## src/rtl/router_pkg.sv

```systemverilog
// Shared definitions for the router input-port packetiser.
// Contents:
//   HDR_TYPE          - 4-bit type code placed in the top nibble of every header
//   *_MSB / *_LSB     - bit positions of the header fields
//   encap_state_t     - packetiser FSM state encoding
package router_pkg;

    localparam logic [3:0] HDR_TYPE = 4'hA;

    localparam int TTL_MSB    = 8;
    localparam int TTL_LSB    = 7;
    localparam int PKTNUM_MSB = 6;
    localparam int PKTNUM_LSB = 2;
    localparam int SRC_MSB    = 1;
    localparam int SRC_LSB    = 0;
    localparam int DST_LSB    = 9;

    typedef enum logic [2:0] {
        IDLE    = 3'd0,
        REQ     = 3'd1,
        HDR     = 3'd2,
        PAYLOAD = 3'd3,
        DONE    = 3'd4
    } encap_state_t;

endpackage

```

## src/rtl/input_port0_encap_if.sv

```systemverilog
// Bundle of the packetiser's handshake and bus signals.
//   slave  : view of the packetiser itself
//   master : view of the environment (memory reader + router controller)
// Signals:
//   dfx_valid/dfx_data/dfx_last/dfx_ready      - upstream payload stream
//   ready_encap_dfx                            - header request pulse
//   header_pkt_send/router_dst_addr_send       - header fields returned by the controller
//   rd_input_port_0/empty_input_port_0         - FIFO pop / empty toward the controller
//   port0_data/port0_data_valid                - popped word
//   pkt_count                                  - packets completely written
interface input_port0_encap_if #(
    parameter int DATA_W = 64,
    parameter int ADDR_W = 10
);
    logic              dfx_valid;
    logic [DATA_W-1:0] dfx_data;
    logic              dfx_last;
    logic              dfx_ready;
    logic              ready_encap_dfx;
    logic [8:0]        header_pkt_send;
    logic [ADDR_W-1:0] router_dst_addr_send;
    logic              rd_input_port_0;
    logic              empty_input_port_0;
    logic [DATA_W-1:0] port0_data;
    logic              port0_data_valid;
    logic [15:0]       pkt_count;

    modport slave (
        input  dfx_valid, dfx_data, dfx_last, header_pkt_send,
               router_dst_addr_send, rd_input_port_0,
        output dfx_ready, ready_encap_dfx, empty_input_port_0,
               port0_data, port0_data_valid, pkt_count
    );

    modport master (
        output dfx_valid, dfx_data, dfx_last, header_pkt_send,
               router_dst_addr_send, rd_input_port_0,
        input  dfx_ready, ready_encap_dfx, empty_input_port_0,
               port0_data, port0_data_valid, pkt_count
    );
endinterface

```

## src/rtl/sync_fifo.sv

```systemverilog
// Single-clock FIFO with count-based full/empty and a registered read port.
// Ports:
//   clk, rst_n        - clock, asynchronous active-low reset
//   push, din         - write request and data (ignored while full)
//   pop               - read request (ignored while empty)
//   dout, dout_valid  - popped word, valid for one cycle after an effective pop
//   full, empty, count- occupancy
module sync_fifo #(
    parameter int WIDTH = 64,
    parameter int DEPTH = 16
) (
    input  logic                       clk,
    input  logic                       rst_n,
    input  logic                       push,
    input  logic [WIDTH-1:0]           din,
    input  logic                       pop,
    output logic [WIDTH-1:0]           dout,
    output logic                       dout_valid,
    output logic                       full,
    output logic                       empty,
    output logic [$clog2(DEPTH):0]     count
);
    localparam int AW = $clog2(DEPTH);
    localparam int CW = AW + 1;

    logic [WIDTH-1:0] mem [DEPTH];
    logic [AW-1:0]    wr_ptr_reg;
    logic [AW-1:0]    rd_ptr_reg;
    logic [CW-1:0]    count_reg;
    logic [WIDTH-1:0] dout_reg;
    logic             dout_valid_reg;
    logic             push_eff;
    logic             pop_eff;

    assign full  = (count_reg == CW'(DEPTH));
    assign empty = (count_reg == '0);
    assign count = count_reg;
    assign dout       = dout_reg;
    assign dout_valid = dout_valid_reg;

    // Both gates use the occupancy registered before this cycle, so a push
    // into a full FIFO is dropped even if a pop happens on the same edge.
    assign push_eff = push && !full;
    assign pop_eff  = pop && !empty;

    always_ff @(posedge clk) begin
        if (push_eff) begin
            mem[wr_ptr_reg] <= din;
        end
    end

    always_ff @(posedge clk or negedge rst_n) begin
        if (!rst_n) begin
            wr_ptr_reg     <= '0;
            rd_ptr_reg     <= '0;
            count_reg      <= '0;
            dout_reg       <= '0;
            dout_valid_reg <= 1'b0;
        end else begin
            dout_valid_reg <= pop_eff;
            if (push_eff) begin
                wr_ptr_reg <= wr_ptr_reg + 1'b1;
            end
            if (pop_eff) begin
                rd_ptr_reg <= rd_ptr_reg + 1'b1;
                dout_reg   <= mem[rd_ptr_reg];
            end
            case ({push_eff, pop_eff})
                2'b10:   count_reg <= count_reg + 1'b1;
                2'b01:   count_reg <= count_reg - 1'b1;
                default: count_reg <= count_reg;
            endcase
        end
    end
endmodule

```

## src/rtl/input_port0_encap.sv

```systemverilog
// Packetiser in front of router input port 0. For each packet it requests a
// header from the router controller, writes the header word and then up to
// MAX_PAYLOAD_WORDS payload words into an internal FIFO, which the controller
// drains through the empty flag / read strobe.
// Ports:
//   clk, rst_n - clock, asynchronous active-low reset
//   bus        - input_port0_encap_if.slave (payload stream, header
//                request/response, FIFO read side, packet counter)
module input_port0_encap
    import router_pkg::*;
#(
    parameter int AURORA_DATA_WIDTH = 64,
    parameter int ADDR_WIDTH        = 10,
    parameter int FIFO_DEPTH        = 16,
    parameter int MAX_PAYLOAD_WORDS = 8
) (
    input  logic                 clk,
    input  logic                 rst_n,
    input_port0_encap_if.slave   bus
);
    localparam int CW  = $clog2(FIFO_DEPTH) + 1;
    localparam int PCW = $clog2(MAX_PAYLOAD_WORDS + 1);

    encap_state_t                 state_reg;
    logic [PCW-1:0]               pay_cnt_reg;
    logic                         req_reg;
    logic [15:0]                  pkt_count_reg;

    logic                         fifo_push;
    logic [AURORA_DATA_WIDTH-1:0] fifo_din;
    logic                         fifo_full;
    logic                         fifo_empty;
    logic [CW-1:0]                fifo_count;
    logic [AURORA_DATA_WIDTH-1:0] header_word;
    logic                         dfx_ready;
    logic                         payload_fire;

    // Header: type nibble on top, destination above the 9-bit
    // {TTL, pkt_num, src} field, which is copied verbatim.
    always_comb begin
        header_word = '0;
        header_word[AURORA_DATA_WIDTH-1 -: 4]     = HDR_TYPE;
        header_word[DST_LSB +: ADDR_WIDTH]        = bus.router_dst_addr_send;
        header_word[TTL_MSB:TTL_LSB]              = bus.header_pkt_send[TTL_MSB:TTL_LSB];
        header_word[PKTNUM_MSB:PKTNUM_LSB]        = bus.header_pkt_send[PKTNUM_MSB:PKTNUM_LSB];
        header_word[SRC_MSB:SRC_LSB]              = bus.header_pkt_send[SRC_MSB:SRC_LSB];
    end

    assign dfx_ready    = (state_reg == PAYLOAD) && !fifo_full;
    assign payload_fire = bus.dfx_valid && dfx_ready;

    // The IDLE admission check leaves room for the header, so the HDR write
    // never meets a full FIFO.
    assign fifo_push = (state_reg == HDR) || payload_fire;
    assign fifo_din  = (state_reg == HDR) ? header_word : bus.dfx_data;

    always_ff @(posedge clk or negedge rst_n) begin
        if (!rst_n) begin
            state_reg     <= IDLE;
            pay_cnt_reg   <= '0;
            req_reg       <= 1'b0;
            pkt_count_reg <= '0;
        end else begin
            req_reg <= 1'b0;
            case (state_reg)
                IDLE: begin
                    if (bus.dfx_valid && (fifo_count <= CW'(FIFO_DEPTH - 2))) begin
                        req_reg   <= 1'b1;
                        state_reg <= REQ;
                    end
                end
                // Controller registers the header during this cycle.
                REQ: state_reg <= HDR;
                HDR: begin
                    pay_cnt_reg <= '0;
                    state_reg   <= PAYLOAD;
                end
                PAYLOAD: begin
                    if (payload_fire) begin
                        pay_cnt_reg <= pay_cnt_reg + 1'b1;
                        if (bus.dfx_last || (pay_cnt_reg == PCW'(MAX_PAYLOAD_WORDS - 1))) begin
                            state_reg <= DONE;
                        end
                    end
                end
                DONE: begin
                    pkt_count_reg <= pkt_count_reg + 16'd1;
                    state_reg     <= IDLE;
                end
                default: state_reg <= IDLE;
            endcase
        end
    end

    sync_fifo #(
        .WIDTH (AURORA_DATA_WIDTH),
        .DEPTH (FIFO_DEPTH)
    ) u_fifo (
        .clk        (clk),
        .rst_n      (rst_n),
        .push       (fifo_push),
        .din        (fifo_din),
        .pop        (bus.rd_input_port_0),
        .dout       (bus.port0_data),
        .dout_valid (bus.port0_data_valid),
        .full       (fifo_full),
        .empty      (fifo_empty),
        .count      (fifo_count)
    );

    assign bus.dfx_ready          = dfx_ready;
    assign bus.ready_encap_dfx    = req_reg;
    assign bus.empty_input_port_0 = fifo_empty;
    assign bus.pkt_count          = pkt_count_reg;
endmodule

```

## src/flat_wrapper.sv

```systemverilog
// flat-port wrapper written by rule: the top's interface ports become plain ports
module input_port0_encap_flat import router_pkg::*;
#(
    parameter int AURORA_DATA_WIDTH = 64,
    parameter int ADDR_WIDTH        = 10,
    parameter int FIFO_DEPTH        = 16,
    parameter int MAX_PAYLOAD_WORDS = 8
)
  (clk, rst_n, bus_dfx_valid, bus_dfx_data, bus_dfx_last, bus_header_pkt_send, bus_router_dst_addr_send, bus_rd_input_port_0, bus_dfx_ready, bus_ready_encap_dfx, bus_empty_input_port_0, bus_port0_data, bus_port0_data_valid, bus_pkt_count);
  input_port0_encap_if #(.DATA_W(64), .ADDR_W(10)) bus_i ();
  input  logic clk;
  input  logic rst_n;
  input wire logic [$bits(bus_i.dfx_valid)-1:0] bus_dfx_valid;
  input wire logic [$bits(bus_i.dfx_data)-1:0] bus_dfx_data;
  input wire logic [$bits(bus_i.dfx_last)-1:0] bus_dfx_last;
  input wire logic [$bits(bus_i.header_pkt_send)-1:0] bus_header_pkt_send;
  input wire logic [$bits(bus_i.router_dst_addr_send)-1:0] bus_router_dst_addr_send;
  input wire logic [$bits(bus_i.rd_input_port_0)-1:0] bus_rd_input_port_0;
  output wire logic [$bits(bus_i.dfx_ready)-1:0] bus_dfx_ready;
  output wire logic [$bits(bus_i.ready_encap_dfx)-1:0] bus_ready_encap_dfx;
  output wire logic [$bits(bus_i.empty_input_port_0)-1:0] bus_empty_input_port_0;
  output wire logic [$bits(bus_i.port0_data)-1:0] bus_port0_data;
  output wire logic [$bits(bus_i.port0_data_valid)-1:0] bus_port0_data_valid;
  output wire logic [$bits(bus_i.pkt_count)-1:0] bus_pkt_count;
  assign bus_i.dfx_valid = bus_dfx_valid;
  assign bus_i.dfx_data = bus_dfx_data;
  assign bus_i.dfx_last = bus_dfx_last;
  assign bus_i.header_pkt_send = bus_header_pkt_send;
  assign bus_i.router_dst_addr_send = bus_router_dst_addr_send;
  assign bus_i.rd_input_port_0 = bus_rd_input_port_0;
  assign bus_dfx_ready = bus_i.dfx_ready;
  assign bus_ready_encap_dfx = bus_i.ready_encap_dfx;
  assign bus_empty_input_port_0 = bus_i.empty_input_port_0;
  assign bus_port0_data = bus_i.port0_data;
  assign bus_port0_data_valid = bus_i.port0_data_valid;
  assign bus_pkt_count = bus_i.pkt_count;
  input_port0_encap #(.AURORA_DATA_WIDTH(AURORA_DATA_WIDTH), .ADDR_WIDTH(ADDR_WIDTH), .FIFO_DEPTH(FIFO_DEPTH), .MAX_PAYLOAD_WORDS(MAX_PAYLOAD_WORDS)) u_core (.clk(clk), .rst_n(rst_n), .bus(bus_i));
endmodule
```

## config.mk

```make
export PLATFORM = sky130hd
export DESIGN_NAME = input_port0_encap_flat
export DESIGN_NICKNAME = d
export VERILOG_FILES = /design/src/rtl/router_pkg.sv /design/src/rtl/input_port0_encap_if.sv /design/src/rtl/sync_fifo.sv /design/src/rtl/input_port0_encap.sv /design/src/flat_wrapper.sv
export SDC_FILE = /design/constraint.sdc
export NUM_CORES = 1
export LEC_CHECK = 0
export ABC_AREA = 1
export CORE_ASPECT_RATIO = 1.2
export CORE_MARGIN = 8
export CORE_UTILIZATION = 60
export DETAILED_ROUTE_END_ITERATION = 16
export PLACE_DENSITY_LB_ADDON = 0.2
export SLEW_MARGIN = 20
export SYNTH_ARGS = -nofsm -noshare
export SYNTH_HDL_FRONTEND = slang
export SYNTH_SLANG_ARGS = --single-unit
```

## constraint.sdc

```tcl
create_clock -name clk -period 6.85 [get_ports clk]
set_input_delay 1.37 -clock clk [delete_from_list [all_inputs] [get_ports clk]]
set_output_delay 1.37 -clock clk [all_outputs]
set_load 0.1 [all_outputs]
```

Word level (Yosys, flattened, before mapping)
Memories as Yosys holds them, arrays and structs flattened. A register that Yosys moved wholly into a read port is not among the register bits.
Index checks and enable logic that the tools add are counted.
Widths: inputs -> output; s select.
{ "op_classes": {"eq_ne": 11, "order_cmp": 1, "reduce_logical": 16, "n_mux": 12, "addsub": 6} }
{ "ops": {"columns": ["op", "count"], "rows": [
  ["$mux 64", 1],
  ["$add 16x1->16 const B", 1],
  ["$add 4x1->4 const B", 3],
  ["$pmux 3 s4", 1],
  ["$pmux 5 s2", 1],
  ["$mux 3", 3],
  ["$pmux 4 s2", 1],
  ["$eq 3x2->1 const B", 2],
  ["$add 5x1->5 const B", 1],
  ["$eq 5x5->1 const B", 1],
  ["$le 5x4->1 const B", 1],
  ["$logic_and 1x1->1", 5],
  ["$logic_not 5->1", 1],
  ["$sub 5x1->5 const B", 1],
  ["$eq 4x3->1 const B", 1],
  ["$mux 1", 4],
  ["$mux 4", 1],
  ["$ne 2x1->1 const B", 2],
  ["$reduce_bool 2->1", 2],
  ["$eq 3x1->1 const B", 1],
  ["$eq 3x3->1 const B", 1],
  ["$logic_not 1->1", 3],
  ["$logic_not 3->1", 1],
  ["$reduce_and 3->1", 1],
  ["other kinds (5)", 6]
]} }
{ "totals": {"out_inout_bits": 84, "in_bits": 88, "register_bits": 38, "elab_cells": 55, "memories": 1, "ram_bits": 1024} }
{ "memory_table": {"columns": ["name", "words", "width", "read_ports", "rd_clocked_by_memory_dff", "write_ports", "line_no", "text"], "rows": [
  ["u_core.u_fifo.mem", 16, 64, 1, 1, 1, "sync_fifo.sv:26", "logic [WIDTH-1:0] mem [DEPTH];"]
]} }

Longest topological paths before layout
{ "depth": {"word_depth": 8, "ltp_mapped": 16, "depth_no_buf": 15} }

Hierarchy
Synthesis repeated with hierarchy kept, for this count alone.
{ "hier_totals": {"cells_unflattened": 4023, "area_unflattened_um2": 46030.4} }
{ "modules_own_cells": {"columns": ["module", "instances", "area_each_um2", "seq_area_each_um2", "cells_per_inst"], "rows": [
  ["sync_fifo", 1, 44198.6, 32701.4, 3724],
  ["input_port0_encap", 1, 1831.8, 600.6, 299]
]} }

Least setup slack after synthesis
Ideal clock, no wire load.
{ "synth_timing": {"path_type": "input to register", "from": "input bus_dfx_valid", "to": "memory u_core.u_fifo.mem[3][0] (enable)", "path_slack_ns": 0.131, "t_arrival_ns": 6.154, "setup_ns": 0.565, "path_stages": 5, "n_path_buf": 1, "required_ns": 6.285, "cell_sequence": "nand3_2 -> nand2_1 -> nand2_2 -> buf_6 -> nor3_1"} }
{ "synth_via": {"elab_chain_cells": 5} }
{ "synth_lines": {"columns": ["element", "line_no", "text"], "rows": [
  ["start, declared", "flat_wrapper.sv:13", "input wire logic [$bits(bus_i.dfx_valid)-1:0] bus_dfx_valid;"],
  ["$logic_and 1x1->1", "input_port0_encap.sv:50", "assign payload_fire = bus.dfx_valid && dfx_ready;"],
  ["$logic_or 1x1->1", "input_port0_encap.sv:54", "assign fifo_push = (state_reg == HDR) || payload_fire;"],
  ["$logic_and 1x1->1", "sync_fifo.sv:43", "assign push_eff = push && !full;"],
  ["$mux 1", "sync_fifo.sv:47", "if (push_eff) begin"],
  ["$mux 1 (not written as such)", "sync_fifo.sv:48", "mem[wr_ptr_reg] <= din;"],
  ["end, declared", "sync_fifo.sv:26", null]
]} }
No other way between the ends.

Worst setup path in the final report
{ "layout_timing": {"from": "register u_core.u_fifo.count_reg[0] (netlist: u_core.u_fifo.count[0])", "to": "output bus_empty_input_port_0"} }
{ "layout_via": {"elab_chain_cells": 1} }
{ "layout_lines": {"columns": ["element", "line_no", "text"], "rows": [
  ["start, declared", "sync_fifo.sv:29", "logic [CW-1:0] count_reg;"],
  ["start signal, assigned", "sync_fifo.sv:69", "2'b10: count_reg <= count_reg + 1'b1;"],
  ["start signal, assigned", "sync_fifo.sv:70", "2'b01: count_reg <= count_reg - 1'b1;"],
  ["start signal, assigned", "sync_fifo.sv:71", "default: count_reg <= count_reg;"],
  ["$logic_not 5->1", "sync_fifo.sv:36", "assign empty = (count_reg == '0);"],
  ["end, declared", "flat_wrapper.sv:21", "output wire logic [$bits(bus_i.empty_input_port_0)-1:0] bus_empty_input_port_0;"]
]} }
No other way between the ends.

==> metrics <==
CP startpoint kind flop; Synth area leaders edfxtp_1, nand2_1, nand3_1; clock slew at reported path FFs 0.06 ns; Least-Margin Pin Slew 1.22 ns; clk root buf clkbuf_16; DP Wirelength 56.1 mm; CP Capture Type output pin; port buffer count 171; post-DR vias/cell 5.75; WS Path Type reg2out; delay-heaviest family, CP buffers and inverters; Peak Freq 233 MHz; global-route wire length before repair between 150 and 200 mm; Setup-failing EPs final 0; Tightest Hold Check Type reg2reg; cell mode on critical path inv_1; CTS Buf Count 105; DP Worst Slack 2.28 ns; Seq/Total Area, Yosys 0.730; final setup margin 2.56 ns; Yosys top cell by area edfxtp_1; synthesized area 0.0457 mm^2; asr flop ratio synth 0.0906; die height 318 um; min cycle time layout 4.29 ns; LEAKAGE 19.6 nW; CP arrival 2.92 ns; count of warnings emitted by yosys 0; Iter 0 DRT Violations 3329; Area growth syn-to-layout 12.4%; die width 268 um; Clk Latency, worst-skew pair 0.68 ns; CP max FO 4; Final Cycle Share 0.627; Post-CTS Setup Bufs 0; # rows 111; synthesized instance count 3982; CP Data Required Time 5.48 ns; Longest Clk Path Bufs 3; Main synth FF type edfxtp_1; DRC violations left 0; post-synth cell types 31; nets 4186; # resized after CTS 0; number of enable flip-flop cells after synthesis 1024; Hold Buf Count CTS 0; IR drop worst, VDD 369 uV; max-slew violations 0; largest net degree at the start of global routing approximately 220; # diodes 0; Mapped Nets 4082; total of max-cap violations 0; crit-path max cell delay 1.14 ns; FF-to-FF setup slack 3.30 ns; count leader, synth nand2_1; CP Cell Sequence inv_1, nand4_1, inv_1, clkdlybuf4s50_1; top post-synthesis cells by count nand2_1, edfxtp_1, nand3_1; max reg flops between 1000 and 1500; routed len/inst about 22 um; initial antenna violation count 0; GP Congestion around 0.77; Global Route Usage Sum 0.259; io pins 172; max_slew headroom 0.190; Mean Syn Cell Area 11.5 um^2; # clock sinks 1126; Crit-path slowest cell clkdlybuf4s50_1; vias in the first global route 29400; Final Non-Filler Cells 5193; Post-Route Utilization 0.677; RSZ-0062 raised after global routing false; initial core utilization 0.602; PD cells 465 mW/mm^2; layout cells sized above 1 0.0577; share of the synthesized area in the top cell type 0.674; GR Overflow Total 0; number of cells in the design after placement 4995; CTS tree done; PnR Total Power 23.9 mW; skew final around 0.023 ns; H-tree level count 3; final number of hold-violating endpoints 0; core area 0.0758 mm^2; Buf+Inv Stages, Crit Path 3; Vias ~30000; Post-Route WL 112 mm; Yosys reg bits 1126; Post-Route Setup TNS 0 ns; status finished, final reports clean; Die ar. 0.0852 mm^2; first-pass iteration count of the detailed router 6; Final ANT Viol Nets 0
-- metal layers --
layer	global-route usage	vias to the layer above	wire length [um]
li1	-	13800	-
met2	0.446	1332	56700
met3	0.0379	200	8600
met1	0.337	14500	43400
met5	0	-	0
met4	0.0823	0	3030
-- logic make-up (layout without fill, tap and decap cells) --
| kind of cell | after synthesis | in the layout | share of synthesized area |
|---|---|---|---|
| adder cells (fa/ha/maj) | 12 | 12 | 0.00345 |
| AND/OR/NAND/NOR | 2433 | 2433 | 0.221 |
| XOR/XNOR | 21 | 21 | 0.00403 |
| multiplexers | 1 | 1 | 0.000247 |
| flip-flops | 1126 | 1126 | 0.730 |
| buffers and inverters | 309 | 503 | 0.0330 |
| AO/OA/AOI/OAI | 80 | 80 | 0.00891 |
-- worst reg2reg max path: stages, from the launching register on --
cell      delay [ns]
dfrtp_1         0.44
nor2_1          0.11
nand2_2         0.06
buf_4           0.41
clkinv_2        0.75
buf_4           0.58
nor2_1          0.85
-- area by class of cell --
class                      instances  area, um^2
inverter                          81         337
fill                            5435       24500
timing repair buffer             225        2180
sequential                      1126       33300
multi-input combinational       2547       10900
clock buffer                     149        2880
clock inverter                    48         380
tap                             1017        1270
-- report_power, final --
group	internal, mW	switching [mW]	total [mW]	leakage, nW
Combinational	2.09	6.79	8.88	7.41
Clock	3.08	2.46	5.54	1.59
Sequential	8.99	0.446	9.44	10.6
Total	14.2	9.70	23.9	19.6
-- per-stage QoR --
step | area [um^2] | hold slack, ns
after global placement | 48000 | 0.462
after CTS | 51300 | 0.487
after global routing | 51300 | 0.510
after detailed placement | 48000 | 0.470
after floorplan | 45700 | 0.467
final | 51300 | 0.480
-- layout by cell type, fill, tap and decap left out, types with 13 or more instances in the layout --
master,netlist,layout
xor2_1,13,13
a21oi_1,69,69
inv_1,77,74
clkinv_1,0,17
edfxtp_1,1024,1024
clkinv_2,0,22
nand3_1,680,680
nor3_2,0,15
clkbuf_16,0,107
buf_4,28,49
clkdlybuf4s50_1,0,170
dfrtp_1,102,98
clkbuf_1,36,38
nor2_1,58,58
nand2_1,1656,1654
-- path summary, 6_finish.rpt --
path	start	end	cells past startpoint
max reg2reg	u_core.state_reg[2]$_DFFE_PN0P_	u_core.u_fifo.mem[12][36]$_DFFE_PP_	6
min reg2reg	u_core.u_fifo.dout[51]$_DFFE_PN0P_	u_core.u_fifo.dout[51]$_DFFE_PN0P_	2
min in group asynchronous	rst_n	u_core.u_fifo.dout[51]$_DFFE_PN0P_	1
max	u_core.u_fifo.count[0]$_DFFE_PN0P_	bus_empty_input_port_0	4
min	u_core.u_fifo.dout[51]$_DFFE_PN0P_	u_core.u_fifo.dout[51]$_DFFE_PN0P_	2
max in group asynchronous	rst_n	u_core.u_fifo.rd_ptr_reg[3]$_DFFE_PN0P_	2
Power figures use the tool's default switching activity.
